<file path="src/rtl/alu_pkg.sv">
// Op codes, multicycle classification and FSM state encoding shared by the ALU issue queue.
package alu_pkg;

  localparam logic [2:0] OP_ADD  = 3'd0;
  localparam logic [2:0] OP_SUB  = 3'd1;
  localparam logic [2:0] OP_GT   = 3'd2;
  localparam logic [2:0] OP_EQ   = 3'd3;
  localparam logic [2:0] OP_LT   = 3'd4;
  localparam logic [2:0] OP_MUL0 = 3'd5;
  localparam logic [2:0] OP_MUL1 = 3'd6;
  localparam logic [2:0] OP_MAC  = 3'd7;

  typedef enum logic {
    S_IDLE = 1'b0,
    S_EXEC = 1'b1
  } state_e;

  function automatic logic is_multicycle(input logic [2:0] sel);
    return (sel == OP_MUL0) || (sel == OP_MUL1) || (sel == OP_MAC);
  endfunction

endpackage

</file>
<file path="src/rtl/alu_cmd_fifo.sv">
// Synchronous command FIFO with full/empty/level and a peek at the entry behind the head.
// Caller guarantees no push when full and no pop when empty.
module alu_cmd_fifo #(
  parameter int W     = 8,
  parameter int DEPTH = 4
) (
  input  logic                   clk,
  input  logic                   rst_n,
  input  logic                   i_push,
  input  logic [W-1:0]           i_push_dat,
  input  logic                   i_pop,
  output logic [W-1:0]           o_nxt_dat,
  output logic                   o_full,
  output logic                   o_empty,
  output logic [$clog2(DEPTH):0] o_level
);

  localparam int AW = $clog2(DEPTH);

  logic [W-1:0]  r_mem [DEPTH];
  logic [AW-1:0] r_wr_ptr;
  logic [AW-1:0] r_rd_ptr;
  logic [AW:0]   r_level;
  logic [AW-1:0] w_nxt_ptr;

  always_ff @(posedge clk) begin
    if (i_push) r_mem[r_wr_ptr] <= i_push_dat;
  end

  // Pointers are exactly AW bits wide, so increments wrap modulo DEPTH.
  always_ff @(posedge clk or negedge rst_n) begin
    if (!rst_n) begin
      r_wr_ptr <= '0;
      r_rd_ptr <= '0;
      r_level  <= '0;
    end else begin
      if (i_push) r_wr_ptr <= r_wr_ptr + 1'b1;
      if (i_pop)  r_rd_ptr <= r_rd_ptr + 1'b1;
      case ({i_push, i_pop})
        2'b10:   r_level <= r_level + 1'b1;
        2'b01:   r_level <= r_level - 1'b1;
        default: r_level <= r_level;
      endcase
    end
  end

  assign w_nxt_ptr = r_rd_ptr + 1'b1;
  assign o_nxt_dat = r_mem[w_nxt_ptr];
  assign o_full    = (r_level == (AW+1)'(DEPTH));
  assign o_empty   = (r_level == '0);
  assign o_level   = r_level;

endmodule

</file>
<file path="src/rtl/alu_issue_queue.sv">
// Buffers ALU commands, holds the head on registered ALU inputs and captures a tagged result.
// Latency 1+MUL_WAIT cycles from acceptance into an empty queue; stalls on rsp_ready low, cmd_ready = !full.
module alu_issue_queue
  import alu_pkg::*;
#(
  parameter int N        = 32,
  parameter int DEPTH    = 4,
  parameter int TW       = 4,
  parameter int MUL_WAIT = 2
) (
  input  logic                   clk,
  input  logic                   rst_n,
  input  logic                   cmd_valid,
  output logic                   cmd_ready,
  input  logic [2:0]             cmd_sel,
  input  logic [N-1:0]           cmd_a,
  input  logic [N-1:0]           cmd_b,
  input  logic [N-1:0]           cmd_c,
  input  logic [TW-1:0]          cmd_tag,
  output logic [N-1:0]           alu_num1,
  output logic [N-1:0]           alu_num2,
  output logic [N-1:0]           alu_num3,
  output logic [2:0]             alu_sel,
  input  logic [N-1:0]           alu_out,
  output logic                   rsp_valid,
  input  logic                   rsp_ready,
  output logic [N-1:0]           rsp_data,
  output logic [TW-1:0]          rsp_tag,
  output logic [2:0]             rsp_sel,
  output logic [$clog2(DEPTH):0] level
);

  localparam int CW  = 3 + 3*N + TW;
  localparam int LW  = $clog2(DEPTH) + 1;
  localparam int WCW = (MUL_WAIT > 0) ? $clog2(MUL_WAIT + 1) : 1;

  state_e         r_state;
  logic [WCW-1:0] r_wcnt;
  logic [2:0]     r_alu_sel;
  logic [N-1:0]   r_alu_a, r_alu_b, r_alu_c;
  logic [TW-1:0]  r_alu_tag;
  logic           r_rsp_vld;
  logic [N-1:0]   r_rsp_dat;
  logic [TW-1:0]  r_rsp_tag;
  logic [2:0]     r_rsp_sel;

  logic           w_push, w_cap, w_more, w_wait_done;
  logic           w_full, w_empty;
  logic [LW-1:0]  w_level;
  logic [WCW-1:0] w_need;
  logic [CW-1:0]  w_cmd_pk, w_fifo_nxt, w_ld_dat;
  logic [2:0]     w_ld_sel;
  logic [N-1:0]   w_ld_a, w_ld_b, w_ld_c;
  logic [TW-1:0]  w_ld_tag;

  assign w_cmd_pk = {cmd_sel, cmd_a, cmd_b, cmd_c, cmd_tag};

  alu_cmd_fifo #(.W(CW), .DEPTH(DEPTH)) u_fifo (
    .clk        (clk),
    .rst_n      (rst_n),
    .i_push     (w_push),
    .i_push_dat (w_cmd_pk),
    .i_pop      (w_cap),
    .o_nxt_dat  (w_fifo_nxt),
    .o_full     (w_full),
    .o_empty    (w_empty),
    .o_level    (w_level)
  );

  assign w_push      = cmd_valid && !w_full;
  assign w_need      = is_multicycle(r_alu_sel) ? WCW'(MUL_WAIT) : '0;
  assign w_wait_done = (r_wcnt >= w_need);
  assign w_cap       = (r_state == S_EXEC) && !w_empty && w_wait_done
                       && (!r_rsp_vld || rsp_ready);
  assign w_more      = (w_level > LW'(1)) || w_push;
  // With a single entry left, the next head can only be the command arriving this cycle.
  assign w_ld_dat    = (w_level > LW'(1)) ? w_fifo_nxt : w_cmd_pk;
  assign {w_ld_sel, w_ld_a, w_ld_b, w_ld_c, w_ld_tag} = w_ld_dat;

  always_ff @(posedge clk or negedge rst_n) begin
    if (!rst_n) begin
      r_state   <= S_IDLE;
      r_wcnt    <= '0;
      r_alu_sel <= '0;
      r_alu_a   <= '0;
      r_alu_b   <= '0;
      r_alu_c   <= '0;
      r_alu_tag <= '0;
      r_rsp_vld <= 1'b0;
      r_rsp_dat <= '0;
      r_rsp_tag <= '0;
      r_rsp_sel <= '0;
    end else begin
      if (w_cap) begin
        r_rsp_vld <= 1'b1;
        r_rsp_dat <= alu_out;
        r_rsp_tag <= r_alu_tag;
        r_rsp_sel <= r_alu_sel;
      end else if (rsp_ready) begin
        r_rsp_vld <= 1'b0;
      end

      case (r_state)
        S_IDLE: begin
          if (w_push) begin
            r_state   <= S_EXEC;
            r_wcnt    <= '0;
            r_alu_sel <= w_ld_sel;
            r_alu_a   <= w_ld_a;
            r_alu_b   <= w_ld_b;
            r_alu_c   <= w_ld_c;
            r_alu_tag <= w_ld_tag;
          end
        end
        S_EXEC: begin
          if (!w_wait_done) begin
            r_wcnt <= r_wcnt + 1'b1;
          end else if (w_cap) begin
            if (w_more) begin
              r_wcnt    <= '0;
              r_alu_sel <= w_ld_sel;
              r_alu_a   <= w_ld_a;
              r_alu_b   <= w_ld_b;
              r_alu_c   <= w_ld_c;
              r_alu_tag <= w_ld_tag;
            end else begin
              r_state <= S_IDLE;
            end
          end
        end
      endcase
    end
  end

  assign cmd_ready = !w_full;
  assign alu_num1  = r_alu_a;
  assign alu_num2  = r_alu_b;
  assign alu_num3  = r_alu_c;
  assign alu_sel   = r_alu_sel;
  assign rsp_valid = r_rsp_vld;
  assign rsp_data  = r_rsp_dat;
  assign rsp_tag   = r_rsp_tag;
  assign rsp_sel   = r_rsp_sel;
  assign level     = w_level;

endmodule

</file>
<file path="config.mk">
export PLATFORM = sky130hd
export DESIGN_NAME = alu_issue_queue
export DESIGN_NICKNAME = d
export VERILOG_FILES = /design/src/rtl/alu_pkg.sv /design/src/rtl/alu_cmd_fifo.sv /design/src/rtl/alu_issue_queue.sv
export SDC_FILE = /design/constraint.sdc
export NUM_CORES = 1
export LEC_CHECK = 0
export CORE_ASPECT_RATIO = 0.6
export CORE_MARGIN = 8
export CORE_UTILIZATION = 59
export CTS_CLUSTER_DIAMETER = 60
export CTS_CLUSTER_SIZE = 30
export DETAILED_ROUTE_END_ITERATION = 7
export GPL_TIMING_DRIVEN = 0
export PLACE_DENSITY = 0.9
export SLEW_MARGIN = 0
export SYNTH_ARGS = -nofsm -noshare
export SYNTH_HDL_FRONTEND = slang
export SYNTH_SLANG_ARGS = --single-unit
</file>
<file path="constraint.sdc">
create_clock -name clk -period 10.44 [get_ports clk]
set_input_delay 1.044 -clock clk [delete_from_list [all_inputs] [get_ports clk]]
set_output_delay 1.044 -clock clk [all_outputs]
set_load 0.03 [all_outputs]
</file>
Word level (Yosys, flattened, before mapping). Memories as Yosys holds them, arrays and structs flattened. Index checks and enable logic that the tools add are counted.

Memories kept: 1. Word-level logic and storage cells: 92. Output and inout bits: 143. Input port bits: 139. Flip-flop bits (word level): 153. Memory bits (writable): 412.

Reduce and logical (&&, ||, !) cells: 16. $lt $le $gt $ge: 2. Add/subtract/negate cells: 5. Equal/unequal tests: 12. Bitwise operators: 1. Multiplexer cells: 41.

Memory list: u_fifo.r_mem (depth 4, width 103, read ports 1, clocked after Yosys merged registers in 0, write ports 1, RTL line alu_cmd_fifo.sv:20) `logic [W-1:0] r_mem [DEPTH];`.

Operator list (count): $mux 32 (12); $pmux 32 s2 (3); $mux 103 (1); $mux 4 (4); $eq 3x3->1 const B (4); $mux 3 (4); $pmux 3 s2 (2); $mux 2 (5); $ne 2x1->1 const B (4); $pmux 4 s2 (1); $mux 1 (7); $add 2x1->2 const B (3); $logic_and 1x1->1 (4); $logic_or 1x1->1 (4); $pmux 2 s2 (1); $reduce_and 4->1 (1); $reduce_bool 2->1 (2); $add 3x1->3 const B (1); $gt 3x1->1 const B (1); $logic_not 1->1 (3); $logic_not 3->1 (1); $ne 3x2->1 const B (1); $ne 3x3->1 const B (1); $reduce_and 3->1 (1); 6 further kinds (6).

Longest topological paths before layout. Gate-level depths: netlist of the first run.

Depth after elaboration: 10. Mapped depth: 10. Mapped depth without buffers: 8.

Cells and area by module. A second synthesis of the first run with hierarchy kept.

Cell total of the unflattened synthesis: 1025. Area, all modules: 22480.3 um^2.

Modules (own cells, without submodules): alu_cmd_fifo (cells each 576, seq. area each 12547.0 um^2, instances 1, area an instance 15317.2 um^2); alu_issue_queue (cells each 449, seq. area each 3653.5 um^2, instances 1, area an instance 7163.1 um^2).

Worst setup path before layout of the first run. OpenSTA, ideal clock, no wires.

Path type: input-to-reg. Start: input cmd_valid. End: memory u_fifo.r_mem[0][0] (netlist bit) (enable). Stages on the path: 2. Data required time: 9.966 ns. Slack: 6.188 ns. Arrival time: 3.779 ns. Library setup time: 0.474 ns. Buffers on the path: 0. Cells stage by stage: a21boi_2 > and2_1.

Longest elaborated chain between the ends: 3.

RTL lines: start, declared (RTL line alu_issue_queue.sv:13) `input logic cmd_valid,`; $logic_and 1x1->1 (RTL line alu_issue_queue.sv:70) `assign w_push = cmd_valid && !w_full;`; $mux 1 (RTL line alu_cmd_fifo.sv:27) `if (i_push) r_mem[r_wr_ptr] <= i_push_dat;`; $mux 1 (not written as such) (RTL line alu_cmd_fifo.sv:27); end, declared (RTL line alu_cmd_fifo.sv:20).

No other way between the ends.

Worst setup path after layout of the first run.
Start: register u_fifo.r_level[0] (netlist: u_fifo.o_level[0]). End: output cmd_ready.

Longest elaborated chain between the ends: 2.

RTL lines: start, declared (RTL line alu_cmd_fifo.sv:23) `logic [AW:0] r_level;`; start signal, assigned (RTL line alu_cmd_fifo.sv:40) `2'b10: r_level <= r_level + 1'b1;`; start signal, assigned (RTL line alu_cmd_fifo.sv:41) `2'b01: r_level <= r_level - 1'b1;`; start signal, assigned (RTL line alu_cmd_fifo.sv:42) `default: r_level <= r_level;`; $eq 3x3->1 (RTL line alu_cmd_fifo.sv:49) `assign o_full = (r_level == (AW+1)'(DEPTH));`; $logic_not 1->1 (RTL line alu_issue_queue.sv:135) `assign cmd_ready = !w_full;`; end, declared (RTL line alu_issue_queue.sv:14) `output logic cmd_ready,`.

No other way between the ends.

==> results.cfg, run 1 <==
[cts]
cts.sinks = 565
post_cts_buffers = 0
cts_root_buf = clkbuf_16
cts-buffers-inserted = 26
cts_tree = done
ctsResizeCount = 0
clockBufferDepth = 3
h-tree-depth = 1
clkLatencyLatePin_ns = 0.58
clk_pin_slew_ns = 0.10
holdBufCountCts = 0

[worst_setup_path]
worstPathRequired_ns = 9.40
cp_top_family = buffers and inverters
crit_buf_inv = 2
startpoint_type = flip-flop
worstPathCellList = inv_1 -> ha_1 -> nand2_1 -> clkdlybuf4s50_1
critPathSlowestCell = clkdlybuf4s50_1
crit_path_end_kind = output port
slowest_delay_ns = 0.71
cp_data_arrival_time_ns = 2.19
crit_type = flip-flop to output port
worstPathMaxFanout = 6

[place]
portBuffers = 281
placed_area_mm2 = 0.0257
place_inst = 1820
gp_congestion = 0.762
dp_hpwl_um = 31700

[power_and_ir_drop]
p_leak_nw = 9.19
ir_worst_vdd_mv = 0.205
p_total_w = 0.00857
power_density_mw_per_mm2 = 323

[global_route]
met2_usage = 0.359
grt_pass1_vias = 11799
grtUsageTotal = 0.211
grt_max_degree = 84
grtUsageMet1 = 0.290
grt-busiest-layer = met2
grt_use_met3 = 0.0401
grt-ovfl-total = 0
grt_pass1_wl_um = 72400
antenna_found_initial = 2

[floorplanning]
start_util = 0.603
fp.dieW_um = 265
die_area_mm2 = 0.0440
ioPinCount = 282
rows = 54
coreArea_mm2 = 0.0366
die_h_um = 166

[finish]
stdcell_area_mm2 = 0.0266
nNetsFinal = 1493
final_cells = 1869
area_growth_syn_to_layout_pct = 20.6
final_cell_mix = edfxtp_1, clkdlybuf4s50_1, mux2_2
fillers = 2113
mostFrequentLayoutCell = edfxtp_1
drive_gt1_frac = 0.318

[drt]
drt_iter0_drc = 923
first_pass_iters = 5
avgRoutedWirePerCell_um = 25.2
route.vias.total = 10957
totalWireLength_um = 47100
ant_nets = 0
via_per_inst = 5.86
drc = 0

[synth]
synth-seq-area-share = 0.735
synth_compound_area_frac = 0.00454
synth_xor_area_frac = 0.00239
synth_top_family_by_area = multiplexers
yosys.area_share.simple = 0.00539
synth_cells = 1026
synth_nets = 1175
ys_seq_elements = 565
synthAdderAreaFrac = 0.00568
synth_area_mm2 = 0.0220
yosys-mux-area-fraction = 0.231
synth.yosys.warnings = 0
synth_cell_types = 32
syn_avg_cell_area_um2 = 21.5

[timing]
period_share = 0.310
setup_viol_count_final = 0
hold_ws_ns = 0.416
rsz0062_at_grt = false
tightest_slew_ns = 0.828
finClkSkew_ns = 0.0225
setup_tns_ns = 0
hold_viol = 0
relSlewSlack = 0.448
slew_viol_final = 0
fin_crit_ns = 3.24
fmax_mhz = 309

[flow_run]
drv_cap = 0

[worst_hold_path]
hp-class = input port to asynchronous set/reset pin

[run_status]
outcome = complete, no violations
cell usage after synthesis (all sizes together):
master	n	area share
dfrtp	153	0.17
xor2	2	0.00080
nand3b	1	0.00034
o2111a	1	0.00051
a2bb2oi	1	0.00068
o21ai	4	0.00091
nor2b	1	0.00028
nand3	3	0.00068
a21boi	1	0.00051
inv	7	0.0012
a32oi	2	0.00080
o21ba	1	0.00045
mux2	246	0.13
mux4	103	0.11
ha	10	0.0057
a21o	1	0.00034
xnor2	4	0.0016
buf	38	0.011
or3	1	0.00028
o21a	1	0.00034
clkbuf	15	0.0026
mux2i	1	0.00045
nor2	4	0.00068
nand2	5	0.00085
edfxtp	412	0.56
and2	5	0.0014
nand2b	3	0.00085
stage by stage:
stage,setup WS [ns],util
finish,7.20,0.727
global route,7.10,0.727
CTS,7.16,0.727
detailed placement,6.94,0.704
global placement,1.61,0.697
floorplan,6.19,-
logic make-up after synthesis:
| logic type | Yosys count |
|---|---|
| buffers and inverters | 60 |
| multiplexers | 350 |
| AO/OA/AOI/OAI | 12 |
| flip-flops | 565 |
| adder cells (fa/ha/maj) | 10 |
| AND/OR/NAND/NOR | 23 |
| XOR/XNOR | 6 |
where the power goes:
group,switching [W],leakage (nW),total (W),internal [W]
Clock,0.000711,0.414,0.00122,0.000509
Sequential,0.000245,5.56,0.00334,0.00309
Combinational,0.00204,3.21,0.00401,0.00198
Total,0.00300,9.19,0.00857,0.00558
per-layer routing:
layer	part of all wire	wire, um
met4	0.015	716
met5	0.00015	7
met2	0.51	24200
met3	0.059	2790
met1	0.41	19400
area by class of cell:
type / count / area [um^2] / share of cell area
flip-flops and latches: 565 / 16200 / 0.610
multi-input cells: 401 / 5510 / 0.207
repair buffers: 290 / 3040 / 0.115
clock buffers: 34 / 702 / 0.0264
well taps: 504 / 631 / 0.0237
plain buffers: 53 / 310 / 0.0117
clock inverters: 14 / 154 / 0.00579
inverters: 7 / 26.3 / 0.000989
diodes: 1 / 2.50 / 0.0000942
worst reg2reg max path, stage by stage, from the launching register on:
cell       delay (ns)
dfrtp_1          0.46
o21a_1           0.21
ha_1             0.29
nor2b_1          0.16
o2111a_1         0.23
buf_2            0.21
a2bb2oi_2        0.26
buf_4            0.32
buf_4            0.28
mux2_2           0.37
state kept, by name (all words and copies together), names as in the netlist, 2 cells and up:
name / cells
rsp_sel: 3
rsp_tag: 4
rsp_data: 32
r_alu_tag: 4
u_fifo.o_level: 3
u_fifo.r_wr_ptr: 2
alu_num1: 32
alu_sel: 3
r_wcnt: 2
alu_num3: 32
u_fifo.r_rd_ptr: 2
u_fifo.r_mem: 412
alu_num2: 32
path summary, 6_finish.rpt:
check                                  start      endpoint  slack [ns]  cells after the start
setup / recovery           u_fifo.o_level[0]     cmd_ready        7.20                      4
hold / removal                         rst_n  alu_num2[15]        0.42                      1
setup reg to reg                  alu_sel[0]  alu_num1[15]        7.53                      9
hold reg to reg                 alu_num1[26]  alu_num1[26]        0.51                      1
max in group asynchronous              rst_n  rsp_data[10]        9.13                      2
min in group clk                alu_num1[26]  alu_num1[26]        0.51                      1
(Power assumes the default switching activity.)
==> run 2, diff against run 1 <==
--- a/config.mk
+++ b/config.mk
@@ -7,12 +7,12 @@
 export LEC_CHECK = 0
 export CORE_ASPECT_RATIO = 0.6
 export CORE_MARGIN = 8
-export CORE_UTILIZATION = 59
+export CORE_UTILIZATION = 50
 export CTS_CLUSTER_DIAMETER = 60
 export CTS_CLUSTER_SIZE = 30
 export DETAILED_ROUTE_END_ITERATION = 7
 export GPL_TIMING_DRIVEN = 0
-export PLACE_DENSITY = 0.9
+export PLACE_DENSITY = 0.82
 export SLEW_MARGIN = 0
 export SYNTH_ARGS = -nofsm -noshare
 export SYNTH_HDL_FRONTEND = slang
==> constraint.sdc (replaced) <==
create_clock -name clk -period 2.9 [get_ports clk]
set_input_delay 0.29 -clock clk [delete_from_list [all_inputs] [get_ports clk]]
set_output_delay 0.29 -clock clk [all_outputs]
set_load 0.03 [all_outputs]
==> results.cfg, run 2 (same netlist as run 1, synthesis figures left out) <==
[run_status]
outcome = complete, no violations

[global_route]
grt-ovfl-total = 0
grt_max_degree = 89
grt_pass1_vias = 11910
grtUsageTotal = 0.185
antenna_found_initial = 5
grt_pass1_wl_um = 72900

[power_and_ir_drop]
ir_worst_vdd_mv = 0.800
p_sw_w = 0.0111
p_int_w = 0.0207
combPwrFrac = 0.456
p_leak_nw = 9.36
power_density_mw_per_mm2 = 1180
clock_power_share = 0.167
p_sw_frac = 0.349
seqPwrFrac = 0.377

[timing]
setup_ws_ns = 0.154
rsz0062_at_grt = false
tightest_slew_ns = 0.865
hold_viol = 0
relSlewSlack = 0.423
period_share = 0.947
setup_viol_count_final = 0
fmax_mhz = 364
fin_crit_ns = 2.75
finClkSkew_ns = 0.0306
slew_viol_final = 0

[drt]
totalWireLength_um = 47700
avgRoutedWirePerCell_um = 24.4
drc = 0
first_pass_iters = 5
ant_nets = 0
via_per_inst = 5.55
drt_iter0_drc = 797
route.vias.total = 10852

[floorplanning]
die_area_mm2 = 0.0513
coreArea_mm2 = 0.0434
rows = 59
fp.dieW_um = 287
ioPinCount = 282
die_h_um = 179
start_util = 0.508

[finish]
largest_reg_flops = 412
nNetsFinal = 1498
mostFrequentLayoutCell = edfxtp_1
top_register = u_fifo.r_mem
final_cell_mix = edfxtp_1, clkdlybuf4s50_1, mux2_2
final_core_util = 0.623
drive_gt1_frac = 0.328
final_cells = 1954
area_growth_syn_to_layout_pct = 22.7
fillers = 3001

[place]
portBuffers = 281
gp_congestion = 0.762
dp_hpwl_um = 31600
place_inst = 1895
pre_cts_ws_ns = 0.0125

[worst_hold_path]
hp-class = input port to asynchronous set/reset pin

[cts]
clk_pin_slew_ns = 0.11
cts_tree = done
cts_root_buf = clkbuf_16
cts.sinks = 565
clkLatencyLatePin_ns = 0.60
post_cts_buffers = 0
cts-buffers-inserted = 30
h-tree-depth = 1
clockBufferDepth = 3

[worst_setup_path]
r2r_start = alu_sel[1]
worstReg2RegEnd = alu_num1[0]
slowest_delay_ns = 0.46
crit_end = alu_num1[0]
crit_buf_inv = 3
crit_path_end_kind = flip-flop
worstPathMaxFanout = 10
cp_top_family = buffers and inverters
crit_type = flip-flop to flip-flop
cp_data_arrival_time_ns = 3.22
r2r_cells = 9
startpoint_type = flip-flop
worstPathCellList = o21a_1 -> ha_1 -> nor2b_1 -> o2111a_1 -> buf_2 -> a2bb2oi_4 -> buf_6 -> buf_4 -> mux2_2
critical_path.startpoint = alu_sel[1]
critPathSlowestCell = dfrtp_1
worstPathRequired_ns = 3.38
cp_num_cells = 9
reg2reg_setup_slack_ns = 0.15

[flow_run]
drv_cap = 0
-- run 2: repair_timing --
action | in CTS | in global routing
hold buffers | 1 | 0
resized for setup | 1 | 6
endpoints found under the hold margin | 65 | 0
setup endpoints to repair | 15 | 71
-- run 2: cell type report --
type	instances	area, um^2	area share
plain buffers	53	318	0.0118
clock buffers	32	779	0.0288
well taps	579	724	0.0268
flip-flops and latches	565	16200	0.600
repair buffers	291	3080	0.114
inverters	7	26.3	0.000972
diodes	2	5.00	0.000185
multi-input cells	401	5520	0.204
clock inverters	24	377	0.0139
-- run 2: worst min-delay path by stage --
stage,startpoint,to,slack [ns]
finish,rst_n,alu_num1[25],0.20
global route,rst_n,alu_num1[25],0.24
floorplan,rst_n,alu_num1[0],-0.006
detailed placement,rst_n,alu_num1[25],0.29
global placement,alu_num1[20],alu_num1[20],0.48
CTS,rst_n,alu_num1[25],0.21
-- run 2: power by group through the flow --
stage               clock network, W  registers [W]  logic [W]
floorplan                          0         0.0140    0.00763
global placement                   0         0.0122     0.0141
detailed placement                 0         0.0122     0.0146
CTS                          0.00547         0.0120     0.0147
global route                 0.00573         0.0122     0.0154
finish                       0.00533         0.0120     0.0145
-- run 2: routing by layer --
| metal | track usage | share of wire | wire length, um |
|---|---|---|---|
| met2 | 0.310 | 0.49 | 23600 |
| met3 | 0.0397 | 0.053 | 2550 |
| met1 | 0.251 | 0.43 | 20700 |
| met4 | 0.0347 | 0.018 | 837 |
| met5 | 0 | 0.00073 | 35 |
-- run 2: metrics by stage --
stage               area (um^2)  power, W  hold WS, ns  TNS (ns)
floorplan                 22000    0.0217     -0.00559    -42.65
detailed placement        25800    0.0268        0.292         0
finish                    27000    0.0318        0.201         0
CTS                       27000    0.0322        0.210         0
global route              27000    0.0334        0.240         0
global placement          25600    0.0263        0.477  -1250.30
